===== src/rtl/lcd_refresh.sv =====
// HD44780 16x2 refresh engine: powers up and initialises the panel, then on each
// start copies the 32-byte character memory to both display lines.
module lcd_refresh #(
  parameter int E_HIGH_CYC    = 4,
  parameter int CMD_WAIT_CYC  = 100,
  parameter int LONG_WAIT_CYC = 1000
) (
  input  logic       clk,
  input  logic       rst,
  input  logic       start,
  output logic [4:0] mem_addr,
  output logic [1:0] mem_rw,
  input  logic [7:0] mem_rdata,
  output logic       lcd_rs,
  output logic       lcd_rw,
  output logic       lcd_e,
  output logic [7:0] lcd_db,
  output logic       busy,
  output logic       frame_done
);

  localparam logic [15:0] E_LAST    = 16'(E_HIGH_CYC - 1);
  localparam logic [15:0] CMD_LAST  = 16'(CMD_WAIT_CYC - 1);
  localparam logic [15:0] LONG_LAST = 16'(LONG_WAIT_CYC - 1);

  typedef enum logic [2:0] {
    S_PWR, S_IDLE, S_RDREQ, S_RDCAP, S_SETUP, S_PULSE, S_WAIT
  } state_t;

  // What the shared write sub-sequence returns to once its wait expires.
  typedef enum logic [1:0] {K_INIT, K_LINE1, K_CHAR, K_LINE2} kind_t;

  state_t      state, state_n;
  kind_t       kind, kind_n;
  logic [15:0] cnt, cnt_n, wait_last;
  logic [4:0]  idx, idx_n;
  logic [1:0]  ii, ii_n;
  logic        rs, rs_n;
  logic [7:0]  db, db_n;
  logic        fd, fd_n;

  function automatic logic [7:0] init_cmd(input logic [1:0] k);
    case (k)
      2'd0:    return 8'h38;
      2'd1:    return 8'h0C;
      2'd2:    return 8'h01;
      default: return 8'h06;
    endcase
  endfunction

  // Clear display needs the long settle time; everything else uses the short one.
  assign wait_last = (!rs && db == 8'h01) ? LONG_LAST : CMD_LAST;

  always_ff @(posedge clk) begin
    if (rst) begin
      state <= S_PWR;
      kind  <= K_INIT;
      cnt   <= '0;
      idx   <= '0;
      ii    <= '0;
      rs    <= 1'b0;
      db    <= 8'h00;
      fd    <= 1'b0;
    end else begin
      state <= state_n;
      kind  <= kind_n;
      cnt   <= cnt_n;
      idx   <= idx_n;
      ii    <= ii_n;
      rs    <= rs_n;
      db    <= db_n;
      fd    <= fd_n;
    end
  end

  always_comb begin
    state_n = state;
    kind_n  = kind;
    cnt_n   = cnt;
    idx_n   = idx;
    ii_n    = ii;
    rs_n    = rs;
    db_n    = db;
    fd_n    = 1'b0;
    case (state)
      S_PWR: begin
        if (cnt == LONG_LAST) begin
          cnt_n   = '0;
          state_n = S_SETUP;
          kind_n  = K_INIT;
          ii_n    = 2'd0;
          rs_n    = 1'b0;
          db_n    = init_cmd(2'd0);
        end else begin
          cnt_n = cnt + 16'd1;
        end
      end
      S_IDLE: begin
        if (start) begin
          state_n = S_SETUP;
          kind_n  = K_LINE1;
          idx_n   = 5'd0;
          rs_n    = 1'b0;
          db_n    = 8'h80;
        end
      end
      S_RDREQ: state_n = S_RDCAP;
      S_RDCAP: begin
        state_n = S_SETUP;
        kind_n  = K_CHAR;
        rs_n    = 1'b1;
        db_n    = mem_rdata;
      end
      S_SETUP: begin
        cnt_n   = '0;
        state_n = S_PULSE;
      end
      S_PULSE: begin
        if (cnt == E_LAST) begin
          cnt_n   = '0;
          state_n = S_WAIT;
        end else begin
          cnt_n = cnt + 16'd1;
        end
      end
      S_WAIT: begin
        if (cnt == wait_last) begin
          cnt_n = '0;
          case (kind)
            K_INIT: begin
              if (ii == 2'd3) begin
                state_n = S_IDLE;
              end else begin
                ii_n    = ii + 2'd1;
                state_n = S_SETUP;
                rs_n    = 1'b0;
                db_n    = init_cmd(ii + 2'd1);
              end
            end
            K_LINE1, K_LINE2: state_n = S_RDREQ;
            K_CHAR: begin
              if (idx == 5'd31) begin
                idx_n   = 5'd0;
                fd_n    = 1'b1;
                state_n = S_IDLE;
              end else if (idx == 5'd15) begin
                idx_n   = 5'd16;
                kind_n  = K_LINE2;
                state_n = S_SETUP;
                rs_n    = 1'b0;
                db_n    = 8'hC0;
              end else begin
                idx_n   = idx + 5'd1;
                state_n = S_RDREQ;
              end
            end
            default: state_n = S_IDLE;
          endcase
        end else begin
          cnt_n = cnt + 16'd1;
        end
      end
      default: state_n = S_PWR;
    endcase
  end

  assign mem_addr   = idx;
  assign mem_rw     = (state == S_RDREQ) ? 2'b11 : 2'b00;
  assign lcd_rs     = rs;
  assign lcd_rw     = 1'b0;
  assign lcd_e      = (state == S_PULSE);
  assign lcd_db     = db;
  assign busy       = (state != S_IDLE);
  assign frame_done = fd;

endmodule


===== config.mk =====
export PLATFORM = sky130hd
export DESIGN_NAME = lcd_refresh
export DESIGN_NICKNAME = d
export VERILOG_FILES = /design/src/rtl/lcd_refresh.sv
export SDC_FILE = /design/constraint.sdc
export NUM_CORES = 1
export LEC_CHECK = 0
export BUFFER_PORTS_ARGS = -buffer_cell sky130_fd_sc_hd__buf_4
export CORE_MARGIN = 3
export CORE_UTILIZATION = 51
export CTS_BUF_LIST = sky130_fd_sc_hd__clkbuf_8
export CTS_CLUSTER_DIAMETER = 40
export DETAILED_ROUTE_END_ITERATION = 8
export PLACE_DENSITY = 0.87
export SYNTH_ARGS = -nofsm -noshare
export SYNTH_HDL_FRONTEND = slang
export SYNTH_SLANG_ARGS = --single-unit

===== constraint.sdc =====
create_clock -name clk -period 2.2 [get_ports clk]
set_clock_uncertainty 0.05 [all_clocks]
set_input_delay 0.11 -clock clk [delete_from_list [all_inputs] [get_ports clk]]
set_output_delay 0.11 -clock clk [all_outputs]
set_load 0.01 [all_outputs]

==> out/qor.txt <==
CRITICAL PATH
--------------------------------------------------------------------------------------------
R2R setup slack                                                                     -0.14 ns
Cell breakdown of the critical path                                             nand2b_1 -> nor2_1 -> a21oi_1 -> a21o_4 -> or4_4 -> a21oi_2
Delay of the slowest cell on the worst path                                          0.72 ns
Worst endpoint required time                                                         2.38 ns
Cell with the biggest individual delay on the critical path                     sky130_fd_sc_hd__dfxtp_1
Buffers and inverters on the worst path                                                    0
Cell type group with the largest total delay on the critical path               simple AND/OR/NAND/NOR gates
Worst reg2reg path endpoint                                                      mem_addr[2]
WP data arrival                                                                      2.52 ns
Origin of the critical flop-to-flop path                                            state[0]
Kind of end point of the critical path                                                  flop
Maximum fanout along the worst path                                                       15
Startpoint type of the worst setup path                                                 flop
Depth of the worst register-to-register path                                               6
Type of the worst setup path                                                    flop to flop

GRT
--------------------------------------------------------------------------------------------
Number of antenna violations at the first check in global routing                          0
Global routing usage summed across all routing layers                                  27.9%
Total congestion overflow after global routing                                             0
Gr busiest metal                                                                        met2
Via count of the first global-routing pass                                              2607
Grt met2 use                                                                           46.6%
Met3 capacity usage during global routing                                              4.65%
Global-route wire length before repair                                               11.9 mm
Largest net degree at the start of global routing                                         27
Met1 Use GR                                                                            35.2%

LAYOUT
--------------------------------------------------------------------------------------------
Share of post-route cells with drive strength above 1                                  39.4%
# fillers                                                                                257
Multi-input gate area                                                            0.00163 mm²
Final-stage net count                                                                    392
Number of standard cells in the final layout excluding fillers                           423
Flip-flop and latch area                                                             776 µm²
Synth-to-Final Area Change                                                             40.8%
Number of diodes                                                                           0

CLOCKING
--------------------------------------------------------------------------------------------
Clk sink count                                                                            38
TritonCTS clock tree                                                                     yes
CTS Hold Buffers Added                                                                     0
Largest buffer count on any clock path                                                     2
Insertion delay to the later sink of the worst-skew pair                             0.30 ns
CTS HTree Levels                                                                           2
Clock Tree Root                                                                 sky130_fd_sc_hd__clkbuf_8
Number of CTS-inserted buffers                                                             5
Clock slew at the register clock pins of the worst setup and hold paths              0.07 ns

SYNTHESIS
--------------------------------------------------------------------------------------------
Mux contribution to synthesized area                                                  0.863%
Most numerous cell types in the synthesized netlist                             38 x sky130_fd_sc_hd__dfxtp_1, 31 x sky130_fd_sc_hd__nand2_1, 27 x sky130_fd_sc_hd__nor2_1, 24 x sky130_fd_sc_hd__a21oi_1, 14 x sky130_fd_sc_hd__o21ai_0
Fraction of the mapped netlist area in compound gates                                  24.9%
Number of flip-flops and latches in the synthesized netlist                               38
Cell types occupying the most area after synthesis                              sky130_fd_sc_hd__dfxtp_1 33%, sky130_fd_sc_hd__a21oi_1 5.2%, sky130_fd_sc_hd__nand2_1 5.0%
Adder and majority cell fraction of the synthesized area                               4.85%
Synth Cell Area                                                                  0.00232 mm²
Net Count, Synth                                                                         311
Area share of the largest cell type after synthesis                                    32.8%
Cells after synthesis                                                                    291
Largest family of logic cells by synthesized area                               simple AND/OR/NAND/NOR gates
Async SR Flop Fraction                                                                    0%
Number of unique standard cell types used by synthesis                                    58
Register area share after synthesis                                                    32.8%
EDFF count, synth                                                                          0
Count leader, synth                                                             sky130_fd_sc_hd__dfxtp_1
Yosys Warn Count                                                                           0
Synthesized-area fraction occupied by xor and xnor cells                                  0%
Synth area leader                                                               sky130_fd_sc_hd__dfxtp_1
Post-synthesis area per instance                                                    7.97 µm²
Basic-gate share of the synthesized area counting and, or, nand and nor cells          30.5%
Post-synth top flop                                                             sky130_fd_sc_hd__dfxtp_1

STA
--------------------------------------------------------------------------------------------
Tightest hold margin                                                                0.115 ns
Final-report max-slew violation count                                                      0
Setup Total Neg Slack                                                               -1.15 ns
Post-layout min period                                                               2.34 ns
F_max                                                                                428 MHz
Slew at the pin closest to its max-slew limit                                       0.624 ns
Normalized max-slew margin                                                             58.4%
Final critical-path share of the clock period                                           106%
RSZ-0062 raised after global routing                                                     yes
Final Hold Violating Endpoints                                                             0
Setup-failing EPs final                                                                   18
Crit path setup slack, layout                                                      -0.138 ns

DETAILED ROUTING
--------------------------------------------------------------------------------------------
First-iteration detailed-routing DRC count                                               360
Average via count per standard cell                                                     6.68
Routed wirelength normalized by instance count                                       19.2 µm
Final wirelength                                                                     8.11 mm
Detailed-route DRC error count                                                             0
Total number of vias                                                                    2826
Pre-Repair DR Iteration Count                                                              5
Remaining antenna violation count after routing                                            0

MIN PATH
--------------------------------------------------------------------------------------------
Hold path startpoint                                                            mem_rdata[6]
Cell depth of the worst min-delay path                                                     3
Hold crit path type                                                             primary input to flop
Hold Path End                                                                      lcd_db[6]

PLACE
--------------------------------------------------------------------------------------------
# placed instances                                                                       405
RePlAce Congestion                                                                     0.999
Number of buffers inserted by port buffering                                              29
Detail Placement HPWL                                                                4.74 mm

POWER AND IR DROP
--------------------------------------------------------------------------------------------
Maximum vdd drop                                                                    0.233 mV
Switching component of the power                                                      313 µW
Fraction of power consumed by sequential logic                                         53.7%
Share of power burned in combinational logic                                            7.2%
Leakage power summed over all cells                                               0.00130 µW
Switching share of power                                                               24.1%
Int Power                                                                             988 µW
Clock network power share                                                              39.2%
Power density over cell area                                                      398 mW/mm²

DIE
--------------------------------------------------------------------------------------------
Die outline height                                                                   73.4 µm
Overall die area                                                                 0.00539 mm²
Die Wd                                                                               73.4 µm
Core area                                                                        0.00420 mm²
FP Rows                                                                                   23
Top Ports                                                                                 31
Initial standard-cell utilization of the core                                          55.2%

JOB
--------------------------------------------------------------------------------------------
Number of maximum-capacitance violations                                                   0

OUTCOME
--------------------------------------------------------------------------------------------
Result of the run                                                               finished, violations left
Violated checks                                                                 setup timing

[metal layers]
metal	part of all wire [%]	wire, µm
met1	37	3040
met2	48	3860
met3	11	893
met5	0	0
met4	3.8	312
[power groups by stage]
stage | registers [µW] | logic (µW) | clock network (µW)
5_1_grt | 699 | 98.6 | 525
3_3_place_gp | 711 | 70.6 | 0
2_1_floorplan | 712 | 36.0 | 0
3_5_place_dp | 711 | 73.6 | 0
6_report | 698 | 93.0 | 509
4_1_cts | 696 | 76.4 | 503
[flip-flops by register name (all words and copies together) (netlist names)]
name and count:
frame_done 1, kind 2, cnt 16, ii 2
mem_addr 5, lcd_db 8, state 3, lcd_rs 1
[how the worst max path moves through the flow]
stage	depth (start not counted)	endpoint	start	slack, ns
after floorplan	7	mem_addr[2]	cnt[7]	0.01
after global placement	9	lcd_db[5]	mem_addr[0]	-0.04
after detailed placement	7	mem_addr[2]	cnt[1]	-0.1
after CTS	9	lcd_db[7]	mem_addr[0]	-0.03
after global routing	8	ii[1]	cnt[1]	-0.23
final	6	mem_addr[2]	state[0]	-0.14
[worst min-delay path: cells and delay by family]
kind                   cells  cell delay, ns
buffers and inverters      1            0.11
AOI/OAI and AO/OA          2            0.20
[per-stage QoR]
stage	utilization, %	setup slack, ns	power (µW)	area (µm²)
after detailed placement	68.3	-0.0983	785	2870
after floorplan	-	0.0133	748	2330
after CTS	72.9	-0.0274	1280	3060
after global placement	68.3	-0.0359	781	2870
after global routing	77.7	-0.230	1320	3270
final	77.7	-0.138	1300	3270
[kinds of logic (layout without fill, tap and decap cells)]
group | Yosys count | after routing
AND/OR/NAND/NOR | 129 | 129
AO/OA/AOI/OAI | 86 | 87
flip-flops | 38 | 38
buffers and inverters | 26 | 107
adder cells (fa/ha/maj) | 9 | 9
multiplexers | 2 | 2
other | 1 | 1
[layout make-up]
type	instances	share of cell area [%]
timing repair buffer	86	20.2
clock inverter	2	0.268
clock buffer	6	2.53
inverter	13	1.49
sequential	38	23.8
tap	50	1.92
multi-input combinational	228	49.9
[what timing repair did]
action,in CTS,in global routing
cloned,1,1
pin swaps,10,13
endpoints found under the hold margin,0,0
gates resized for setup,18,41
endpoints found under the setup margin,23,31
buffers inserted,2,6
[cell usage in the layout (no fill, tap or decap), types with 5 or more instances in the layout]
master,n
sky130_fd_sc_hd__nand2_2,5
sky130_fd_sc_hd__clkbuf_8,6
sky130_fd_sc_hd__dfxtp_1,28
sky130_fd_sc_hd__a21oi_1,20
sky130_fd_sc_hd__a211oi_1,10
sky130_fd_sc_hd__nand3_1,12
sky130_fd_sc_hd__nor3_1,6
sky130_fd_sc_hd__nor2_1,27
sky130_fd_sc_hd__inv_1,14
sky130_fd_sc_hd__dfxtp_2,9
sky130_fd_sc_hd__buf_4,81
sky130_fd_sc_hd__ha_1,5
sky130_fd_sc_hd__nand2_1,26
sky130_fd_sc_hd__o21ai_0,10
sky130_fd_sc_hd__a31oi_1,6
No activity file was read; power rests on OpenSTA's default activity.
